===== config.mk =====
export PLATFORM = sky130hd
export DESIGN_NAME = mem_port_arbiter
export DESIGN_NICKNAME = d
export VERILOG_FILES = /design/src/rtl/mem_arb_pkg.sv /design/src/rtl/mem_arb_pick.sv /design/src/rtl/mem_port_arbiter.sv
export SDC_FILE = /design/constraint.sdc
export NUM_CORES = 1
export LEC_CHECK = 0
export CORE_AREA = 2 2 128 130
export CTS_CLUSTER_SIZE = 12
export DETAILED_ROUTE_END_ITERATION = 10
export DIE_AREA = 0 0 130 132
export HOLD_SLACK_MARGIN = 0.06
export PLACE_DENSITY = 0.69
export SYNTH_ARGS = -nofsm -noshare
export SYNTH_HDL_FRONTEND = slang
export SYNTH_SLANG_ARGS = --single-unit

===== constraint.sdc =====
create_clock -name clk -period 3 [get_ports clk]
set_input_delay 0.9 -clock clk [delete_from_list [all_inputs] [get_ports clk]]
set_output_delay 0.9 -clock clk [all_outputs]
set_load 0.005 [all_outputs]

===== src/rtl/mem_arb_pkg.sv =====
// Shared encodings and widths for the I/D memory port arbiter.
package mem_arb_pkg;

    typedef enum logic {
        ST_IDLE = 1'b0,
        ST_BUSY = 1'b1
    } state_e;

    typedef enum logic {
        OWN_I = 1'b0,
        OWN_D = 1'b1
    } owner_e;

    localparam int LAT_W    = 3;
    localparam int STARVE_W = 4;

endpackage


===== src/rtl/mem_arb_pick.sv =====
// Combinational winner selection and starvation-count update
// for one arbitration slot.
module mem_arb_pick
    import mem_arb_pkg::*;
#(
    parameter int STARVE_MAX = 4
) (
    input  logic                i_req,
    input  logic                d_req,
    input  logic [STARVE_W-1:0] starve_cnt,
    output owner_e              winner,
    output logic                any_req,
    output logic [STARVE_W-1:0] starve_nxt
);

    logic i_forced;

    always_comb begin
        any_req    = i_req | d_req;
        i_forced   = (starve_cnt == STARVE_W'(STARVE_MAX));
        winner     = OWN_D;
        starve_nxt = '0;
        if (i_req && (!d_req || i_forced)) begin
            winner = OWN_I;
        end
        // I lost this slot to D: count it, saturating at the limit
        if (i_req && (winner == OWN_D)) begin
            if (i_forced) begin
                starve_nxt = starve_cnt;
            end else begin
                starve_nxt = starve_cnt + STARVE_W'(1);
            end
        end
    end

endmodule


===== src/rtl/mem_port_arbiter.sv =====
// Shares one single-port word RAM between fetch (I) and load/store (D);
// one access in flight, response after a fixed memory latency.
module mem_port_arbiter
    import mem_arb_pkg::*;
#(
    parameter int ADDR_W     = 32,
    parameter int DATA_W     = 32,
    parameter int MEM_LAT    = 1,
    parameter int STARVE_MAX = 4
) (
    input  logic              clk,
    input  logic              rstn,
    input  logic              i_req,
    input  logic [ADDR_W-1:0] i_addr,
    output logic              i_gnt,
    output logic              i_rvalid,
    output logic [DATA_W-1:0] i_rdata,
    input  logic              d_req,
    input  logic              d_we,
    input  logic [ADDR_W-1:0] d_addr,
    input  logic [DATA_W-1:0] d_wdata,
    input  logic [ADDR_W-1:0] d_pc,
    output logic              d_gnt,
    output logic              d_rvalid,
    output logic [DATA_W-1:0] d_rdata,
    output logic              m_en,
    output logic              m_we,
    output logic [ADDR_W-1:0] m_addr,
    output logic [DATA_W-1:0] m_wdata,
    output logic [ADDR_W-1:0] m_pc,
    input  logic [DATA_W-1:0] m_rdata
);

    state_e              state_q, state_d;
    owner_e              owner_q, owner_d;
    logic [LAT_W-1:0]    lat_cnt_q, lat_cnt_d;
    logic [STARVE_W-1:0] starve_cnt_q, starve_cnt_d;
    logic                we_q, we_d;
    logic [DATA_W-1:0]   i_rdata_q, i_rdata_d;
    logic [DATA_W-1:0]   d_rdata_q, d_rdata_d;

    owner_e              winner;
    logic                any_req;
    logic [STARVE_W-1:0] starve_nxt;
    logic                can_arb;
    logic                unused_addr_lsb;

    assign unused_addr_lsb = ^{i_addr[1:0], d_addr[1:0]};

    mem_arb_pick #(
        .STARVE_MAX(STARVE_MAX)
    ) u_pick (
        .i_req     (i_req),
        .d_req     (d_req),
        .starve_cnt(starve_cnt_q),
        .winner    (winner),
        .any_req   (any_req),
        .starve_nxt(starve_nxt)
    );

    always_comb begin
        state_d      = state_q;
        owner_d      = owner_q;
        lat_cnt_d    = lat_cnt_q;
        starve_cnt_d = starve_cnt_q;
        we_d         = we_q;
        i_rdata_d    = i_rdata_q;
        d_rdata_d    = d_rdata_q;
        can_arb      = (state_q == ST_IDLE);
        i_gnt        = 1'b0;
        d_gnt        = 1'b0;
        i_rvalid     = 1'b0;
        d_rvalid     = 1'b0;
        m_en         = 1'b0;
        m_we         = 1'b0;
        m_addr       = '0;
        m_wdata      = '0;
        m_pc         = '0;

        if (state_q == ST_BUSY) begin
            if (lat_cnt_q == '0) begin
                // response cycle doubles as the next arbitration slot
                can_arb = 1'b1;
                state_d = ST_IDLE;
                if (owner_q == OWN_I) begin
                    i_rvalid  = 1'b1;
                    i_rdata_d = m_rdata;
                end else begin
                    d_rvalid = 1'b1;
                    if (!we_q) begin
                        d_rdata_d = m_rdata;
                    end
                end
            end else begin
                lat_cnt_d = lat_cnt_q - LAT_W'(1);
            end
        end

        if (can_arb) begin
            starve_cnt_d = starve_nxt;
            if (any_req) begin
                owner_d   = winner;
                state_d   = ST_BUSY;
                lat_cnt_d = LAT_W'(MEM_LAT - 1);
                m_en      = 1'b1;
                if (winner == OWN_I) begin
                    i_gnt  = 1'b1;
                    we_d   = 1'b0;
                    m_addr = {i_addr[ADDR_W-1:2], 2'b00};
                end else begin
                    d_gnt   = 1'b1;
                    we_d    = d_we;
                    m_we    = d_we;
                    m_addr  = {d_addr[ADDR_W-1:2], 2'b00};
                    m_wdata = d_wdata;
                    m_pc    = d_pc;
                end
            end
        end

        if (!rstn) begin
            i_gnt    = 1'b0;
            d_gnt    = 1'b0;
            i_rvalid = 1'b0;
            d_rvalid = 1'b0;
            m_en     = 1'b0;
            m_we     = 1'b0;
        end
    end

    assign i_rdata = rstn ? i_rdata_d : '0;
    assign d_rdata = rstn ? d_rdata_d : '0;

    always_ff @(posedge clk) begin
        if (!rstn) begin
            state_q      <= ST_IDLE;
            owner_q      <= OWN_I;
            lat_cnt_q    <= '0;
            starve_cnt_q <= '0;
            we_q         <= 1'b0;
            i_rdata_q    <= '0;
            d_rdata_q    <= '0;
        end else begin
            state_q      <= state_d;
            owner_q      <= owner_d;
            lat_cnt_q    <= lat_cnt_d;
            starve_cnt_q <= starve_cnt_d;
            we_q         <= we_d;
            i_rdata_q    <= i_rdata_d;
            d_rdata_q    <= d_rdata_d;
        end
    end

endmodule


# Word-level counts from Yosys, hierarchy flattened

Cells that the tools add are included.

Bits in registers: 74
Bits in latches: 0
Memory bits (writable): 0
Bits in read-only memories: 0
Bits of input ports: 165
Output and inout port bits: 166
Logic and storage cells: 73
Memories kept: 0

Add/sub/neg operators: 2
Multiply operators: 0
Divide/modulo/power cells: 0
Order comparisons: 0
Equal/unequal tests: 2
Shift-type cells: 0
Multiplexer cells: 53
Bitwise logic cells: 2
Reductions and logical operators: 7

Operators with widths:

| operator                                            | count |
|---|---|
| two-way mux 32 bit                                  | 18 |
| two-way mux 1 bit                                   | 29 |
| two-way mux 3 bit                                   | 4 |
| two-way mux 4 bit                                   | 2 |
| adder 4 x 1 -> 4 bit, second input constant         | 1 |
| equality test 4 x 3 -> 1 bit, second input constant | 1 |
| AND reduction 2 bit                                 | 2 |
| logical NOT 3 bit                                   | 1 |
| subtractor 3 x 1 -> 3 bit, second input constant    | 1 |
| logical AND 1 bit                                   | 2 |
| inequality test 2 bit, second input constant        | 1 |
| logical NOT 1 bit                                   | 1 |
| logical OR 1 bit                                    | 1 |
| inverter 1 bit                                      | 1 |
| OR 1 bit                                            | 1 |

# Longest topological paths before layout

Gate-level depths: netlist of run 1.

Depth after elaboration: 7
Depth in mapped cells: 7
Gate-level depth less buffers: 5

# Modules after synthesis

Synthesis of run 1 repeated with hierarchy kept, for this count alone.

Cell total of the unflattened synthesis: 470
Area total of the unflattened synthesis: 3743.6 um^2

Modules (own cells, without submodules):

| module           | times used | cells each | area an instance (um^2) | seq. area each (um^2) |
|---|---|---|---|---|
| mem_port_arbiter | 1          | 453        | 3638.5                  | 1481.4 |
| mem_arb_pick     | 1          | 17         | 105.1                   | 0.0 |

# Least setup slack after synthesis of run 1

No wires, ideal clock.

Path kind: input to output
Start: input rstn
End: output d_rdata[10]
Arrival: 1.674 ns
Data required time: 2.100 ns
Path slack: 0.426 ns
Cell stages on the path: 4
Buffers on the path: 2
Path through: clkbuf_1 clkbuf_1 nand2_1 mux2i_1

Word-level cells in the longest chain between the ends: 1

Ends and longest elaborated chain:

| item               | RTL line               | text |
|---|---|---|
| start: declaration | mem_port_arbiter.sv:12 | `input logic rstn,` |
| two-way mux 32 bit | -                      |  |
| end: declaration   | mem_port_arbiter.sv:25 | `output logic [DATA_W-1:0] d_rdata,` |

Every way passes these cells.

# Worst setup path in the final report of run 1

Start: register starve_cnt_q[1]
End: output m_addr[31]

Word-level cells in the longest chain between the ends: 6

Ends and longest elaborated chain:

| item                         | RTL line                | text |
|---|---|---|
| start: declaration           | mem_port_arbiter.sv:37  | `logic [STARVE_W-1:0] starve_cnt_q, starve_cnt_d;` |
| start signal: assignment     | mem_port_arbiter.sv:147 | `starve_cnt_q <= starve_cnt_d;` |
| equality test 4 x 3 -> 1 bit | mem_arb_pick.sv:20      | `i_forced = (starve_cnt == STARVE_W'(STARVE_MAX));` |
| logical OR 1 bit             | mem_arb_pick.sv:23      | `if (i_req && (!d_req \|\| i_forced)) begin` |
| logical AND 1 bit            | mem_arb_pick.sv:23      |  |
| two-way mux 32 bit           | mem_port_arbiter.sv:106 | `if (winner == OWN_I) begin` |
| two-way mux 32 bit           | mem_port_arbiter.sv:101 | `if (any_req) begin` |
| two-way mux 32 bit           | mem_port_arbiter.sv:99  | `if (can_arb) begin` |
| end: declaration             | mem_port_arbiter.sv:28  | `output logic [ADDR_W-1:0] m_addr,` |

Every way passes these cells.

==> results of run 1 <==
[state kept, by name (all words and copies together) (netlist names)]
name	cells
starve_cnt_q	4
i_rdata_q	32
we_q	1
owner_q	1
state_q	1
d_rdata_q	32
lat_cnt_q	3
[cells by family (layout without fill, tap and decap cells)]
family	after synthesis	count (layout)	synth area share [%]
flip-flops	74	74	36.4
adder cells (fa/ha/maj)	4	4	1.23
AND/OR/NAND/NOR	224	224	26.7
other	1	3	0.0922
AO/OA/AOI/OAI	111	111	19.9
multiplexers	34	34	8.37
buffers and inverters	66	430	7.29
[synthesized netlist by cell type (all sizes together) (3+ instances only)]
| cell type | count |
|---|---|
| a21boi | 29 |
| a21oi | 38 |
| a32o | 29 |
| and3 | 66 |
| buf | 20 |
| clkbuf | 37 |
| dfxtp | 74 |
| ha | 4 |
| inv | 9 |
| mux2i | 34 |
| nand2 | 133 |
| nand3 | 3 |
| nor2 | 4 |
| o211ai | 5 |
| o21ai | 3 |
[through the flow]
step	worst slack, ps	utilization, %	std cells	hold slack [ps]	power, uW
final	49.6	54.3	1096	458	2830
after global routing	-29.9	54.3	1096	472	2980
after CTS	-4.57	53.6	1084	457	2860
after detailed placement	-531	49.2	1034	451	1840
after global placement	-521	49.2	1034	446	1840
after floorplan	426	-	515	459	1310
[power by group through the flow]
stage / Sequential (uW) / Combinational (uW) / Clock [uW]
floorplan: 1060 / 250 / 0
global placement: 1060 / 778 / 0
detailed placement: 1060 / 779 / 0
CTS: 1040 / 800 / 1020
global route: 1040 / 872 / 1060
finish: 1040 / 813 / 984
[layout make-up]
class / instances / share of cell area (%)
inverter: 9 / 0.425
sequential: 74 / 17.4
tap: 216 / 3.17
clock buffer: 10 / 2.68
timing repair buffer: 405 / 45.5
antenna: 1 / 0.0293
clock inverter: 6 / 0.499
multi-input combinational: 375 / 30.2
[path summary, 6_finish.rpt]
kind	endpoint	slack, ps	cells after the start
worst max register to register	d_rdata_q[22]$_DFF_P_	1110	12
worst min-delay path	i_rdata_q[0]$_DFF_P_	460	2
worst min register to register	i_rdata_q[0]$_DFF_P_	460	2
worst max-delay path	m_addr[31]	50	10
[routing by layer]
layer,routed length (um),vias up
met2,9920,219
met1,7760,2380
met5,0,-
met4,447,0
li1,-,2524
met3,1300,27
[worst max-delay path: stages (launching register included)]
cell and delay, ps:
dfxtp_2 330, inv_2 60, ha_4 120, nand3b_1 160, buf_6 180, a21oi_4 140
buf_4 140, buf_4 110, buf_12 140, mux2i_2 200, clkbuf_2 150
[what timing repair did]
item	4_1_cts	5_1_grt
cloned	8	4
setup endpoints to repair	162	103
pin swaps	6	3
setup buffers	26	8
hold buffers	0	0
gates resized for setup	327	157
==> qor.yml, run 1 <==
route:
  drt-total-wl_um: 19400
  via_count: 5150
  wl_per_cell_um: 17.7
  drc: 0
  antenna_left: 0
  drt-initial-drc-count: 228
  viasPerCell: 4.70
  drt_pass1_iterations: 4
yosys:
  synth_cell_types: 39
  syn_inst: 514
  yosys-top-cells-area: "dfxtp_1 (36%), nand2_1 (12%), and3_1 (10%)"
  synth_flop_cell: "dfxtp_1"
  syn_area_per_cell_sq_um: 7.91
  syn-cell-area_sq_mm: 0.00407
  seq_area_frac_synth_pct: 36.4
  ys_ff_latch: 74
  synthArstFlopShare_pct: 0
  synth_edf_count: 0
  yosysWarnings: 0
  yosysTopAreaCellShare_pct: 36.4
  yosysTopAreaCell: "dfxtp_1"
setup_path:
  critPathMaxFanout: 15
  setup.worst_path.start_class: "register"
  r2r-start: "lat_cnt_q[0]$_SDFF_PN0_"
  critPathLaunch: "starve_cnt_q[1]$_SDFFE_PN0P_"
  cp.required_ps: 2100
  path_class: "register to output pin"
  cp-end-kind: "output pin"
  worstPathArrival_ps: 2050
global_routing:
  grt_max_degree: 43
  antenna_found_initial: 1
  grt_overflow_total: 0
  grtUsageTotal_pct: 21.0
  grt_pass1_wl_um: 28200
  grt_busiest_layer: "met2"
  grtUsageMet1_pct: 25.5
  grt_use_met3_pct: 4.95
  grt_pass1_vias: 5044
  met2_usage_pct: 36.5
layout:
  fillers: 1494
  final_cell_mix: "clkdlybuf4s50_1 (158), nand2_1 (132), dfxtp_1 (71)"
  nNetsFinal: 1043
  multiInputGateArea_sq_mm: 0.00258
  drive_gt1_share_pct: 27.0
  area_delta_synth_final_pct: 110
  final_common_cell: "clkdlybuf4s50_1"
  register_area_sq_mm: 0.00149
  stdcell_area_sq_mm: 0.00853
hold_path:
  hold_path.class: "register to register"
  hp-start: "i_rdata_q[0]$_DFF_P_"
power_and_ir_drop:
  switchingPower_uw: 754
  combPwrFrac_pct: 28.7
  ir_drop_mv: 0.260
  internal-power_uw: 2080
  seqPwrFrac_pct: 36.6
  power.density_mw_per_mm2: 332
  p_leak_uw: 0.00382
  netSwitchingFraction_pct: 26.6
  clkPwrFrac_pct: 34.7
flow_run:
  cap_viol_max_count: 0
floorplanning:
  chipWidth_um: 130
  coreArea_sq_mm: 0.0157
  fp-row-count: 46
  die_h_um: 132
  start_util_pct: 25.9
  die_area_sq_mm: 0.0172
  io_pins: 331
clock_network:
  cts.sinks: 74
  clk_latency_ps: 330
  cts_tree: "done"
  clk_transition_reported_paths_ps: 60
  cts_buffers: 9
  ctsLongestPathBuffers: 2
  root_buffer: "clkbuf_16"
  cts_htree_levels: 3
placed_design:
  port-buffer-count: 324
  globalplace.congestion: 0.830
  hpwl_um: 13100
  place_area_sq_mm: 0.00773
timing:
  rsz0062_at_grt: "true"
  tns_ps: 0
  setup_violations: 0
  drv_slew: 0
  finalCritPeriodShare_pct: 98.3
  hold_viol_final: 0
  skew_ps: 10.1
  fin_crit_ps: 2950
  fmax_ghz: 0.339
status:
  status: "finished, final reports clean"
Note: power is estimated with default switching activity, not from simulation.
==> run 2, diff against run 1 <==
Settings changed: MAX_ROUTING_LAYER set to met4.
==> run 2 against run 1 <==
Non-clock buffer count rose by 1. Die area unchanged. Combinational power up 0.5%. Sequential cell count is the same.
==> qor.yml, run 2 (synthesis gave the netlist of run 1 again) <==
status:
  status: "finished, final reports clean"  # unchanged
layout:
  drive_gt1_share_pct: 27.0  # about the same
  stdcell_area_sq_mm: 0.00856  # was 0.00853 sq mm
  stdcell_count: 1097  # was 1096
  final_cell_mix: "clkdlybuf4s50_1 (158), nand2_1 (132), dfxtp_1 (71)"  # unchanged
  nNetsFinal: 1044  # was 1043
  final_common_cell: "clkdlybuf4s50_1"  # unchanged
  area_delta_synth_final_pct: 111  # was 110%
  reg.largest.list: "d_rdata_q (32), i_rdata_q (32), starve_cnt_q (4)"  # unchanged
route:
  antenna_left: 0  # unchanged
  drt-initial-drc-count: 202  # was 228
  viasPerCell: 4.71  # was 4.70
  drc: 0  # unchanged
  drt-total-wl_um: 19400  # about the same
  wl_per_cell_um: 17.7  # about the same
  drt_pass1_iterations: 5  # was 4
  via_count: 5171  # was 5150
placed_design:
  place_area_sq_mm: 0.00773  # unchanged
  dpl.cell_count: 1034  # unchanged
  hpwl_um: 13100  # unchanged
  port-buffer-count: 324  # unchanged
  pre_cts_ws_ps: -531  # unchanged
  globalplace.congestion: 0.842  # was 0.830
timing:
  skew_ps: 8.87  # was 10.1 ps
  finalCritPeriodShare_pct: 98.5  # was 98.3%
  setup_violations: 0  # unchanged
  hold_viol_final: 0  # unchanged
  fin_crit_ps: 2960  # was 2950 ps
  drv_slew: 0  # unchanged
  fmax_ghz: 0.338  # was 0.339 GHz
  tns_ps: 0  # unchanged
  finalWorstSetupSlack_ps: 44.5  # was 49.6 ps
  rsz0062_at_grt: "true"  # unchanged
power_and_ir_drop:
  power.density_mw_per_mm2: 332  # about the same
  p_leak_uw: 0.00383  # was 0.00382 uW
  ir_drop_mv: 0.264  # was 0.260 mV
  p_total_uw: 2840  # was 2830 uW
setup_path:
  setup.worst_path.start_class: "register"  # unchanged
  cp-end-kind: "output pin"  # unchanged
  rrSetupSlack_ps: 1110  # about the same
  path_class: "register to output pin"  # unchanged
  cp.required_ps: 2100  # about the same
  critPathMaxFanout: 15  # unchanged
  worstPathArrival_ps: 2060  # was 2050 ps
clock_network:
  cts_buffers: 9  # unchanged
  clk_transition_reported_paths_ps: 60  # about the same
  cts_htree_levels: 3  # unchanged
  clk_latency_ps: 330  # about the same
  ctsLongestPathBuffers: 2  # unchanged
  root_buffer: "clkbuf_16"  # unchanged
  cts_tree: "done"  # unchanged
  cts.sinks: 74  # unchanged
hold_path:
  hold_path.class: "register to register"  # unchanged
global_routing:
  grt_overflow_total: 0  # unchanged
  grt_max_degree: 43  # unchanged
  grt_pass1_vias: 5057  # was 5044
  grtUsageTotal_pct: 21.6  # was 21.0%
  antenna_found_initial: 1  # unchanged
  grt_pass1_wl_um: 28100  # was 28200 um
floorplanning:
  fp-row-count: 46  # unchanged
  die_h_um: 132  # unchanged
  chipWidth_um: 130  # unchanged
  coreArea_sq_mm: 0.0157  # unchanged
  start_util_pct: 25.9  # unchanged
  die_area_sq_mm: 0.0172  # unchanged
  io_pins: 331  # unchanged
flow_run:
  cap_viol_max_count: 0  # unchanged
## run 2: cell count changes in the layout (fill, tap and decap cells not counted)
cell	delta
buf_2	+1
buf_4	+2
buf_6	-1
clkbuf_2	-2
clkdlybuf4s15_1	+1
mux2i_1	-1
mux2i_2	-1
mux2i_4	+2
## run 2: final cells by class
class,instances,area (sq um)
Fill cell,1486,7150
Antenna cell,1,2.50
Clock buffer,10,229
Tap cell,216,270
Multi-Input combinational cell,375,2600
Sequential cell,74,1490
Clock inverter,6,42.5
Timing Repair Buffer,406,3890
Inverter,9,36.3
## run 2: path summary, 6_finish.rpt
path | startpoint | endpoint | cells past startpoint
max | starve_cnt_q[0]$_SDFFE_PN0P_ | m_addr[31] | 10
min | i_rdata_q[0]$_DFF_P_ | i_rdata_q[0]$_DFF_P_ | 2
max reg2reg | lat_cnt_q[0]$_SDFF_PN0_ | d_rdata_q[22]$_DFF_P_ | 12
min reg2reg | i_rdata_q[0]$_DFF_P_ | i_rdata_q[0]$_DFF_P_ | 2
## run 2: timing repair
action	CTS	global route
gates resized for setup	327	159
hold buffers	0	0
setup endpoints to repair	162	103
gates cloned	8	4
pin swaps	6	3
setup buffers	26	9
## run 2: metrics by stage
stage | hold WS (ps) | util, %
2_1_floorplan | 459 | -
3_3_place_gp | 446 | 49.2
3_5_place_dp | 451 | 49.2
4_1_cts | 457 | 53.6
5_1_grt | 473 | 54.5
6_report | 458 | 54.5
## run 2: critical path, stage by stage, from the launching register on
cell	delay [ps]
dfxtp_2	320
inv_2	70
ha_4	120
nand3b_1	170
buf_6	180
a21oi_4	140
buf_4	140
buf_4	110
buf_12	140
mux2i_2	200
clkbuf_2	150
## run 2: power breakdown
group          internal [uW]  switching [uW]
logic                    496             320
registers               1020            12.6
clock network            562             425
total                   2080             757
## run 2: per-layer routing
| metal | wire length, um | track usage, % | up-vias |
|---|---|---|---|
| met4 | 433 | 6.21 | 0 |
| li1 | - | - | 2526 |
| met2 | 9980 | 36.5 | 219 |
| met1 | 7890 | 26.2 | 2399 |
| met3 | 1130 | 3.73 | 27 |
| met5 | 0 | - | - |
